`src/rtl/text_line_ctrl.sv`:
```
// Ten-slot text line editor with frame-synchronous display copy and cursor blink.
// Commands take effect on the accepting edge; ch_ready drops for the 10-cycle clear sweep, and requests during it are dropped.
module text_line_ctrl #(
    parameter int          BLINK_FRAMES = 30,
    parameter logic [5:0]  BLANK_CODE   = 6'd63
) (
    input  logic        clk,
    input  logic        rst,
    input  logic        ch_valid,
    input  logic [5:0]  ch_code,
    output logic        ch_ready,
    input  logic        bksp,
    input  logic        clr,
    input  logic        frame_start,
    output logic [59:0] text_buffer_in_line,
    output logic [3:0]  cursor_pos,
    output logic        cursor_on,
    output logic        line_full,
    output logic        overflow
);

    typedef enum logic {IDLE, CLEAR} state_t;

    localparam logic [59:0] BLANK_LINE = {10{BLANK_CODE}};
    localparam logic [5:0]  BLINK_LAST = 6'(BLINK_FRAMES - 1);

    state_t           state_q, state_d;
    logic [9:0][5:0]  line_q, line_d;
    logic [3:0]       wcur_q, wcur_d;
    logic             dirty_q, dirty_d;
    logic [59:0]      disp_q, disp_d;
    logic [3:0]       dcur_q, dcur_d;
    logic [3:0]       clr_idx_q, clr_idx_d;
    logic [5:0]       blink_cnt_q, blink_cnt_d;
    logic             cursor_on_q, cursor_on_d;
    logic             overflow_q, overflow_d;

    logic code_ok;
    logic cmd;
    logic copy;

    assign code_ok = (ch_code <= 6'd35) || (ch_code == 6'd63);
    assign cmd     = clr | bksp | ch_valid;
    assign copy    = frame_start && (state_q == IDLE) && dirty_q;

    always_comb begin
        state_d     = state_q;
        line_d      = line_q;
        wcur_d      = wcur_q;
        dirty_d     = dirty_q;
        disp_d      = disp_q;
        dcur_d      = dcur_q;
        clr_idx_d   = clr_idx_q;
        blink_cnt_d = blink_cnt_q;
        cursor_on_d = cursor_on_q;
        overflow_d  = 1'b0;

        if (frame_start) begin
            if (blink_cnt_q == BLINK_LAST) begin
                blink_cnt_d = 6'd0;
                cursor_on_d = ~cursor_on_q;
            end else begin
                blink_cnt_d = blink_cnt_q + 6'd1;
            end
        end

        // Snapshot uses pre-command state; a coincident command keeps the line dirty.
        if (copy) begin
            disp_d  = line_q;
            dcur_d  = wcur_q;
            dirty_d = cmd;
        end

        case (state_q)
            IDLE: begin
                if (clr) begin
                    state_d   = CLEAR;
                    clr_idx_d = 4'd0;
                end else if (bksp) begin
                    if (wcur_q != 4'd0) begin
                        wcur_d                  = wcur_q - 4'd1;
                        line_d[wcur_q - 4'd1]   = BLANK_CODE;
                        dirty_d                 = 1'b1;
                    end else begin
                        overflow_d = 1'b1;
                    end
                end else if (ch_valid) begin
                    if (wcur_q == 4'd10) begin
                        overflow_d = 1'b1;
                    end else if (code_ok) begin
                        line_d[wcur_q] = ch_code;
                        wcur_d         = wcur_q + 4'd1;
                        dirty_d        = 1'b1;
                    end
                end
            end
            CLEAR: begin
                line_d[clr_idx_q] = BLANK_CODE;
                if (clr_idx_q == 4'd9) begin
                    wcur_d  = 4'd0;
                    dirty_d = 1'b1;
                    state_d = IDLE;
                end else begin
                    clr_idx_d = clr_idx_q + 4'd1;
                end
            end
            default: state_d = IDLE;
        endcase
    end

    always_ff @(posedge clk or posedge rst) begin
        if (rst) begin
            state_q     <= IDLE;
            line_q      <= BLANK_LINE;
            wcur_q      <= 4'd0;
            dirty_q     <= 1'b0;
            disp_q      <= BLANK_LINE;
            dcur_q      <= 4'd0;
            clr_idx_q   <= 4'd0;
            blink_cnt_q <= 6'd0;
            cursor_on_q <= 1'b1;
            overflow_q  <= 1'b0;
        end else begin
            state_q     <= state_d;
            line_q      <= line_d;
            wcur_q      <= wcur_d;
            dirty_q     <= dirty_d;
            disp_q      <= disp_d;
            dcur_q      <= dcur_d;
            clr_idx_q   <= clr_idx_d;
            blink_cnt_q <= blink_cnt_d;
            cursor_on_q <= cursor_on_d;
            overflow_q  <= overflow_d;
        end
    end

    assign ch_ready            = (state_q == IDLE);
    assign text_buffer_in_line = disp_q;
    assign cursor_pos          = dcur_q;
    assign cursor_on           = cursor_on_q;
    assign line_full           = (wcur_q == 4'd10);
    assign overflow            = overflow_q;

endmodule

```
`config.mk`:
```
export PLATFORM = sky130hd
export DESIGN_NAME = text_line_ctrl
export DESIGN_NICKNAME = d
export VERILOG_FILES = /design/src/rtl/text_line_ctrl.sv
export SDC_FILE = /design/constraint.sdc
export NUM_CORES = 1
export LEC_CHECK = 0
export CELL_PAD_IN_SITES_DETAIL_PLACEMENT = 0
export CELL_PAD_IN_SITES_GLOBAL_PLACEMENT = 2
export CORE_MARGIN = 3
export CORE_UTILIZATION = 35
export DETAILED_ROUTE_END_ITERATION = 16
export GPL_TIMING_DRIVEN = 0
export PLACE_DENSITY_LB_ADDON = 0.12
export SYNTH_ARGS = -nofsm -noshare
export SYNTH_HDL_FRONTEND = slang
export SYNTH_SLANG_ARGS = --single-unit
```
`constraint.sdc`:
```
create_clock -name clk -period 6.5 [get_ports clk]
set_clock_uncertainty 0.1 [all_clocks]
set_input_delay 1.3 -clock clk [delete_from_list [all_inputs] [get_ports clk]]
set_output_delay 1.3 -clock clk [all_outputs]
set_load 0.005 [all_outputs]
```
## Word level (Yosys, flattened, before mapping)

Cells that the tools add are included.

- Multiplexer cells: 44
- Reduce and logical (&&, ||, !) cells: 11
- Add/subtract/negate cells: 4
- Order comparisons: 7
- Eq/ne operators: 12
- Bitwise gates (word level): 6

Operators by type and width:

| cell | number |
|---|---|
| 2-to-1 mux 60 bit | 6 |
| OR 60 bit | 2 |
| one-hot mux 60 bit (2 select lines) | 1 |
| demux 6 bit (select 4 bit) | 3 |
| bitwise mux 60 bit | 1 |
| 2-to-1 mux 4 bit | 9 |
| 2-to-1 mux 6 bit | 4 |
| 2-to-1 mux 1 bit | 16 |
| one-hot mux 4 bit (2 select lines) | 2 |
| less-than comparator 4 x 5 -> 1 bit, second input constant | 3 |
| greater-or-equal comparator 4 x 1 -> 1 bit, second input constant | 3 |
| adder 4 x 1 -> 4 bit, second input constant | 2 |
| == test 4 bit, second input constant | 2 |
| adder 6 x 1 -> 6 bit, second input constant | 1 |
| == test 6 x 5 -> 1 bit, second input constant | 1 |
| == test 6 bit, second input constant | 1 |
| <= comparator 6 bit, second input constant | 1 |
| inequality test 3 x 2 -> 1 bit, second input constant | 2 |
| AND reduction 6 bit | 1 |
| logical AND 1 bit | 5 |
| AND reduction 5 bit | 1 |
| inequality test 2 x 1 -> 1 bit, second input constant | 2 |
| inequality test 2 bit, second input constant | 2 |
| one-hot mux 1 bit (2 select lines) | 2 |
| other kinds (8) | 11 |

- Register bits after elaboration: 142
- Input bits: 12
- Output and inout bits: 68

## Depth between registers and ports, before layout

Gate-level depths: netlist (run 1).

- Word-level depth: 11
- Gate-level depth with buffers: 9
- Gate-level depth less buffers: 7

## Worst setup path before layout (run 1)

OpenSTA, ideal clock, no wires.

- Path type: in2reg
- From: in bksp
- To: reg line_q[42] (netlist name)
- Stages on the path: 7
- Arrival: 2928 ps
- Buffers on the path: 2
- Required time: 6326 ps
- Path slack: 3398 ps
- Cell sequence: buf_6 -> or4_4 -> o221ai_4 -> o21ai_4 -> or4_1 -> buf_6 -> a31oi_4

- Word-level cells in the longest chain between the ends: 3
- Elaborated cells between the ends (all ways): 8

Ends and longest elaborated chain:

| item | RTL line | source |
|---|---|---|
| from (decl) | 12 | `input logic bksp,` |
| 2-to-1 mux 60 bit | 79 | `end else if (bksp) begin` |
| 2-to-1 mux 60 bit | 76 | `if (clr) begin` |
| one-hot mux 60 bit (2 select lines) | 74 | `case (state_q)` |
| to (signal assigned) | 125 | `line_q <= line_d;` |
| to (decl) | 28 | `logic [9:0][5:0] line_q, line_d;` |

Parallel ways exist; a longest one is shown, timed or not. The select of a mux whose other input is x is not followed.
A chain may end at the register's enable or synchronous reset.

## Final worst setup path (run 1)

- From: reg state_q
- To: out ch_ready

- Word-level cells in the longest chain between the ends: 1

Ends and longest elaborated chain:

| item | RTL line | source |
|---|---|---|
| from (decl) | 27 | `state_t state_q, state_d;` |
| from (signal assigned) | 124 | `state_q <= state_d;` |
| inverter 1 bit | - |  |
| to (decl) | 11 | `output logic ch_ready,` |

No other way between the ends.

==> results of run 1 <==
## critical path, cell delays in order (launching register included)
cell and delay, ns:
dfrtp_1 0.42, buf_2 0.21, inv_1 0.18, clkbuf_1 0.45, buf_1 0.41, clkdlybuf4s50_1 0.60
## where the power goes
group	switching (mW)	total [mW]	internal [mW]
Combinational	0.907	1.69	0.784
Clock	0.401	0.975	0.574
Sequential	0.210	1.64	1.43
## cells by family after synthesis
| logic type | count (synthesis) | share of synthesized area [%] |
|---|---|---|
| DFF | 142 | 51.4 |
| muxes | 62 | 9.65 |
| AOI/OAI and AO/OA | 204 | 19.0 |
| xor gates and xnor gates | 6 | 0.729 |
| adders and majority gates | 13 | 2.26 |
| buffers and inverters | 52 | 3.02 |
| and+or+nand+nor | 209 | 14.0 |
## layer usage
layer | track usage, % | vias to the layer above | share of wire, %
met1 | 27.9 | 2887 | 46
met4 | 6.86 | 0 | 2.2
met2 | 33.5 | 175 | 47
met5 | 0 | - | 0
met3 | 4.45 | 31 | 5.3
li1 | - | 2705 | -
## flip-flops by register name, summed over array words and instances, names as in the netlist
signal               cells
state_q                  1
clr_idx_q                4
cursor_on                1
line_q                  60
cursor_pos               4
dirty_q                  1
overflow                 1
text_buffer_in_line     60
wcur_q                   4
blink_cnt_q              6
## layout make-up
type,count,share of cell area [%]
flip-flops and latches,142,41.5
multi-input cells,494,36.9
repair buffers,78,8.94
clock buffers,18,4.92
well taps,265,3.71
plain buffers,36,1.77
clock inverters,13,1.57
inverters,16,0.729
## worst min path at each step
stage	cells past startpoint	to	start
after floorplan	2	dirty_q	dirty_q
after global placement	2	cursor_pos[2]	cursor_pos[2]
after detailed placement	2	dirty_q	dirty_q
after CTS	2	dirty_q	dirty_q
after global routing	1	cursor_on	cursor_on
final	1	cursor_on	cursor_on
## Yosys cell counts (10+ instances only)
master    instances  area, sq um
a21oi_1          43          215
buf_1            10         37.5
clkbuf_1         18         67.6
dfrtp_1          21          526
dfstp_2         121         3180
ha_1             13          163
inv_1            15         56.3
mux2_2           60          676
nand2_1          77          289
nand3_1          15         75.1
nand4_1          11         68.8
nor2_1           52          195
o211ai_1         25          188
o21ai_0          56          280
o31ai_1          19          143
==> results.sh, run 1 <==
export IMPL_status="finished, final reports clean"
export IMPL_cts_htree_levels=4
export IMPL_syn_avg_cell_area_sq_um=10.5
export IMPL_synth_seq_cells=142
export IMPL_post_place_ws_ns=2.34
export IMPL_r2r_end="line_q[34]"
export IMPL_synth_area_sq_um=7210
export IMPL_hold_slack_ns=0.384
export IMPL_n_antenna_cell=0
export IMPL_start_kind="register"
export IMPL_rows=51
export IMPL_synth_flop_cell="dfstp_2"
export IMPL_start_util_pct=36.3
export IMPL_p_total_mw=4.30
export IMPL_drtPass1Iterations=5
export IMPL_path_class="register to primary output"
export IMPL_tightest_slew_ns=0.995
export IMPL_ys_seq_area_share_pct=51.4
export IMPL_cts_resized_gates=0
export IMPL_synthArstFlopShare_pct=100
export IMPL_drv_slew=0
export IMPL_grt_max_degree=102
export IMPL_grt_pass1_wl_um=35100
export IMPL_grt_ovfl_total=0
export IMPL_max_freq_mhz=244
export IMPL_clkSlewWorstSetupHoldPaths_ns=0.06
export IMPL_worstRegToRegCells=9
export IMPL_dp_cells=1031
export IMPL_multi_input_comb_area_sq_um=3290
export IMPL_ir_drop_mv=0.190
export IMPL_hp_class="register to register"
export IMPL_rsz0062_at_grt="false"
export IMPL_min_period_ns=4.09
export IMPL_grt_use_total_pct=20.8
export IMPL_drv_cap=0
export IMPL_hold_viol=0
export IMPL_nFillCells=1912
export IMPL_setup_ws_ns=2.41
export IMPL_nets=810
export IMPL_dieArea_sq_um=22400
export IMPL_clkLatencyLatePin_ns=0.43
export IMPL_gp_congestion=0.893
export IMPL_placed_area_sq_um=8350
export IMPL_synth_edf_count=0
export IMPL_yosysUniqueCellTypes=60
export IMPL_final_common_cell="dfstp_2"
export IMPL_seq_area_sq_um=3700
export IMPL_via_per_inst=5.46
export IMPL_die_w_um=150
export IMPL_p_leak_nw=3.39
export IMPL_portBuffers=77
export IMPL_crit_path_start="state_q"
export IMPL_syn_nets=713
export IMPL_hold_buffers=0
export IMPL_relSlewSlack_pct=33.5
export IMPL_fin_crit_sh_pct=62.9
export IMPL_cp_required_ns=5.10
export IMPL_wl_um=22400
export IMPL_r2r_setup_slack_ns=3.35
export IMPL_cts_setup_buffers=0
export IMPL_setup_viol=0
export IMPL_hpwlAfterDp_um=15900
export IMPL_cts_tree="built"
export IMPL_area_delta_synth_final_pct=23.8
export IMPL_fin_setup_tns_ns=0
export IMPL_end_kind="primary output"
export IMPL_cts_sinks=142
export IMPL_coreArea_sq_um=19800
export IMPL_fin_cells=1062
export IMPL_synth_cells=688
export IMPL_final_cell_mix="dfstp_2 (121), nand2_1 (77), clkdlybuf4s50_1 (77), mux2_2 (60), o21ai_0 (56)"
export IMPL_antenna_found_initial=0
export IMPL_path_max_fanout=10
export IMPL_p_per_area_nw_per_um2=482
export IMPL_dr_first_iter_drc_count=359
export IMPL_critPathCapture="ch_ready"
export IMPL_arrival_ns=2.69
export IMPL_yosysWarningCount=0
export IMPL_clock_path_buffers=2
export IMPL_wl_per_cell_um=21.1
export IMPL_drc_errors=0
export IMPL_cts_root_buf="clkbuf_16"
export IMPL_worstReg2RegStart="wcur_q[1]"
export IMPL_vias=5798
export IMPL_fin_util_pct=45.0
export IMPL_ant_nets=0
export IMPL_io_pins=80
export IMPL_first_global_vias=5934
export IMPL_die_y_um=150
export IMPL_final_area_sq_um=8930
export IMPL_drive_gt1_share_pct=30.1
export IMPL_cts_made_buffers=17
Power figures use the tool's default switching activity.
==> inputs of run 2 (changes only) <==
clock period = 3.9 ns   (was 6.5 ns; I/O delays follow)
==> results.sh, run 2 (same netlist as run 1, synthesis figures left out) <==
export IMPL_worstRegToRegCells=9
export IMPL_nets=812
export IMPL_path_class="register to primary output"
export IMPL_p_total_mw=7.21
export IMPL_portBuffers=77
export IMPL_n_antenna_cell=0
export IMPL_grt_pass1_wl_um=34800
export IMPL_worstReg2RegStart="wcur_q[1]"
export IMPL_fin_crit_sh_pct=91.3
export IMPL_max_stage_delay_ns=0.59
export IMPL_min_period_ns=3.56
export IMPL_cts_made_buffers=17
export IMPL_cts_resized_gates=0
export IMPL_cp_required_ns=3.02
export IMPL_die_y_um=150
export IMPL_vias=5777
export IMPL_crit_cells=5
export IMPL_critPathTopFamily="buffers and inverters"
export IMPL_cp_cell_sequence="buf_2 -> inv_1 -> clkbuf_1 -> buf_1 -> clkdlybuf4s50_1"
export IMPL_fin_setup_tns_ns=0
export IMPL_grt_use_total_pct=20.7
export IMPL_end_kind="primary output"
export IMPL_path_buf_inv=5
export IMPL_worstHoldStart="cursor_pos[1]"
export IMPL_drv_cap=0
export IMPL_rsz0062_at_grt="false"
export IMPL_seq_area_sq_um=3700
export IMPL_clkSlewWorstSetupHoldPaths_ns=0.06
export IMPL_final_area_sq_um=8980
export IMPL_area_delta_synth_final_pct=24.5
export IMPL_cts_setup_buffers=0
export IMPL_cts_htree_levels=4
export IMPL_rows=51
export IMPL_cpMaxStageDelayCell="clkdlybuf4s50_1"
export IMPL_crit_path_start="state_q"
export IMPL_hp_class="register to register"
export IMPL_die_w_um=150
export IMPL_grt_ovfl_total=0
export IMPL_cts_tree="built"
export IMPL_start_util_pct=36.3
export IMPL_drc_errors=0
export IMPL_setup_viol=0
export IMPL_io_pins=80
export IMPL_final_common_cell="dfstp_2"
export IMPL_ir_drop_mv=0.434
export IMPL_cts_sinks=142
export IMPL_tightest_slew_ns=0.981
export IMPL_multi_input_comb_area_sq_um=3290
export IMPL_status="finished, final reports clean"
export IMPL_max_freq_mhz=281
export IMPL_hold_buffers=0
export IMPL_drtPass1Iterations=5
export IMPL_arrival_ns=2.68
export IMPL_start_kind="register"
export IMPL_gp_congestion=0.884
export IMPL_hpwlAfterDp_um=16200
export IMPL_path_max_fanout=10
export IMPL_placed_area_sq_um=8380
export IMPL_dieArea_sq_um=22400
export IMPL_relSlewSlack_pct=34.4
export IMPL_ant_nets=0
export IMPL_p_per_area_nw_per_um2=803
export IMPL_clkLatencyLatePin_ns=0.42
export IMPL_p_leak_nw=3.42
export IMPL_antenna_found_initial=0
export IMPL_wl_per_cell_um=21.0
export IMPL_dr_first_iter_drc_count=307
export IMPL_whs_path_depth=2
export IMPL_coreArea_sq_um=19800
export IMPL_drv_slew=0
export IMPL_drive_gt1_share_pct=30.3
export IMPL_grt_max_degree=45
export IMPL_nFillCells=1910
export IMPL_via_per_inst=5.42
export IMPL_hold_slack_ns=0.377
export IMPL_first_global_vias=5877
export IMPL_final_cell_mix="dfstp_2 (121), nand2_1 (77), clkdlybuf4s50_1 (77), mux2_2 (60), o21ai_0 (56)"
export IMPL_clock_path_buffers=2
export IMPL_wl_um=22300
export IMPL_hold_viol=0
export IMPL_cts_root_buf="clkbuf_16"
[run 2: cell types whose count changed in the layout (fill, tap and decap cells not counted)]
cell,change
buf_12,+3
clkbuf_16,+1
inv_6,+1
clkbuf_1,+1
buf_16,-1
clkbuf_8,-1
clkinv_2,-1
clkinvlp_4,-2
inv_8,+1
clkinv_4,+1
[run 2: through the flow]
step           util [%]  std cells  worst slack (ns)
2_1_floorplan         -        688              1.32
3_3_place_gp       41.9       1030            0.0881
3_5_place_dp       42.2       1033             0.285
4_1_cts            45.3       1065             0.335
5_1_grt            45.3       1065             0.180
6_report           45.3       1065             0.339
[run 2: area by class of cell]
cell class / count / area share (%)
flip-flops and latches: 142 / 41.2
multi-input cells: 494 / 36.6
repair buffers: 80 / 9.25
clock buffers: 19 / 5.06
well taps: 265 / 3.69
plain buffers: 36 / 1.76
clock inverters: 13 / 1.67
inverters: 16 / 0.710
[run 2: layer usage]
layer  GRT usage [%]  up-vias  share of wire [%]
li1                -     2717                  -
met1            27.5     2868                 45
met2            34.3      165                 49
met3            4.03       27                4.7
met4            6.36        0                1.8
met5               0        -                  0
[run 2: path summary, 6_finish.rpt]
path / slack (ns) / end
max in group asynchronous: 2.10 / text_buffer_in_line[2]
hold reg to reg: 0.38 / cursor_pos[1]
setup / recovery: 0.34 / ch_ready
min in group asynchronous: 0.68 / wcur_q[2]
hold / removal: 0.38 / cursor_pos[1]
setup reg to reg: 0.73 / line_q[55]
[run 2: worst reg2reg max path: stages (launching register included)]
cell      delay [ns]
dfrtp_1         0.49
inv_1           0.26
ha_1            0.30
or3b_1          0.38
buf_2           0.20
a21oi_2         0.43
a21oi_2         0.15
buf_2           0.24
nand4_1         0.32
o211ai_1        0.16
[run 2: power breakdown]
group	total, mW	internal [mW]	switching, mW
sequential	2.73	2.38	0.349
clock	1.67	0.994	0.676
combinational	2.81	1.31	1.50
total	7.21	4.68	2.53
==> inputs of run 3 (changes only) <==
PLACE_DENSITY_LB_ADDON = 0.1   (was 0.12)
clock period = 4.12 ns   (was 3.9 ns; I/O delays follow)
==> results.sh, run 3 (same netlist as run 1, synthesis figures left out) <==
export IMPL_cts_root_buf="clkbuf_16"
export IMPL_cts_setup_buffers=0
export IMPL_p_leak_nw=3.44
export IMPL_vias=5753
export IMPL_path_max_fanout=10
export IMPL_sequentialPowerShare_pct=37.1
export IMPL_post_place_ws_ns=0.459
export IMPL_final_area_sq_um=9030
export IMPL_rows=51
export IMPL_hold_viol=0
export IMPL_grt_max_degree=45
export IMPL_wl_um=22200
export IMPL_drc_errors=0
export IMPL_cts_sinks=142
export IMPL_drv_slew=0
export IMPL_hold_buffers=0
export IMPL_dp_cells=1033
export IMPL_cpMaxStageDelayCell="clkdlybuf4s50_1"
export IMPL_area_delta_synth_final_pct=25.2
export IMPL_crit_cells=5
export IMPL_placed_area_sq_um=8380
export IMPL_max_stage_delay_ns=0.60
export IMPL_io_pins=80
export IMPL_drv_cap=0
export IMPL_gp_congestion=0.885
export IMPL_arrival_ns=2.74
export IMPL_first_global_vias=5651
export IMPL_portBuffers=77
export IMPL_p_per_area_nw_per_um2=768
export IMPL_start_kind="register"
export IMPL_switchingPower_mw=2.39
export IMPL_dr_first_iter_drc_count=362
export IMPL_ant_nets=0
export IMPL_n_antenna_cell=0
export IMPL_fin_crit_sh_pct=89.0
export IMPL_cp_cell_sequence="buf_2 -> inv_1 -> clkbuf_1 -> buf_1 -> clkdlybuf4s50_1"
export IMPL_p_clk_share_pct=24.5
export IMPL_final_cell_mix="dfstp_2 (121), nand2_1 (77), clkdlybuf4s50_1 (77), mux2_2 (60), o21ai_0 (56)"
export IMPL_cts_tree="built"
export IMPL_via_per_inst=5.40
export IMPL_clock_path_buffers=2
export IMPL_cp_required_ns=3.20
export IMPL_drive_gt1_share_pct=30.4
export IMPL_die_y_um=150
export IMPL_dieArea_sq_um=22400
export IMPL_path_buf_inv=5
export IMPL_fin_setup_tns_ns=0
export IMPL_relSlewSlack_pct=32.3
export IMPL_tightest_slew_ns=1.01
export IMPL_p_total_mw=6.94
export IMPL_start_util_pct=36.3
export IMPL_fin_cells=1065
export IMPL_path_class="register to primary output"
export IMPL_p_int_mw=4.55
export IMPL_grt_pass1_wl_um=34200
export IMPL_rsz0062_at_grt="false"
export IMPL_min_period_ns=3.67
export IMPL_die_w_um=150
export IMPL_status="finished, final reports clean"
export IMPL_coreArea_sq_um=19800
export IMPL_wl_per_cell_um=20.8
export IMPL_worstRegToRegCells=9
export IMPL_cts_made_buffers=17
export IMPL_clkLatencyLatePin_ns=0.42
export IMPL_setup_ws_ns=0.452
export IMPL_ir_drop_mv=0.340
export IMPL_clkSlewWorstSetupHoldPaths_ns=0.06
export IMPL_p_sw_share_pct=34.4
export IMPL_whs_path_depth=2
export IMPL_critPathTopFamily="buffers and inverters"
export IMPL_hold_slack_ns=0.381
export IMPL_hpwlAfterDp_um=16200
export IMPL_grt_ovfl_total=0
export IMPL_cts_htree_levels=4
export IMPL_drtPass1Iterations=5
export IMPL_max_freq_mhz=273
export IMPL_end_kind="primary output"
export IMPL_final_common_cell="dfstp_2"
export IMPL_cts_resized_gates=0
export IMPL_setup_viol=0
export IMPL_grt_use_total_pct=20.3
export IMPL_combPwrFrac_pct=38.5
export IMPL_nets=812
export IMPL_fin_util_pct=45.5
export IMPL_hp_class="register to register"
export IMPL_antenna_found_initial=0
[run 3: cell count changes in the layout (fill, tap and decap cells not counted), sizes merged]
| cell | previous run | this run |
|---|---|---|
| bufinv | 2 | 4 |
| clkinv | 5 | 3 |
| clkinvlp | 2 | 3 |
| inv | 20 | 19 |
[run 3: worst paths after layout]
check,from,to,slack (ns)
worst max-delay path,state_q,ch_ready,0.45
worst min-delay path,text_buffer_in_line[42],text_buffer_in_line[42],0.38
worst max register to register,wcur_q[0],line_q[17],1.02
worst min register to register,text_buffer_in_line[42],text_buffer_in_line[42],0.38
max in group asynchronous,rst,line_q[5],2.34
min in group asynchronous,rst,wcur_q[1],0.70
[run 3: power groups by stage]
stage	combinational (mW)	clock (mW)	sequential, mW
2_1_floorplan	1.61	0	2.52
3_3_place_gp	2.62	0	2.57
3_5_place_dp	2.66	0	2.60
4_1_cts	2.69	1.75	2.58
5_1_grt	2.95	1.81	2.66
6_report	2.67	1.70	2.57
[run 3: per-layer routing]
layer | vias to the layer above | global-route usage, % | share of wire [%]
li1 | 2698 | - | -
met4 | 0 | 6.73 | 2.0
met1 | 2856 | 27.8 | 46
met3 | 30 | 4.21 | 4.8
met2 | 169 | 32.4 | 48
met5 | - | 0 | 0
[run 3: cell type report]
cell class / count / area, sq um
plain buffers: 36 / 158
clock buffers: 19 / 453
clock inverters: 13 / 199
fillers: 1856 / 10800
inverters: 16 / 63.8
multi-input cells: 494 / 3290
flip-flops and latches: 142 / 3700
well taps: 265 / 332
repair buffers: 80 / 831
[run 3: worst register-to-register path: cells and delay by family (launching register included)]
| kind | cells | cell delay (ns) |
|---|---|---|
| AOI/OAI and AO/OA | 3 | 0.75 |
| adders and majority gates | 1 | 0.26 |
| buffers and inverters | 3 | 0.70 |
| DFF | 1 | 0.48 |
| and+or+nand+nor | 2 | 0.71 |
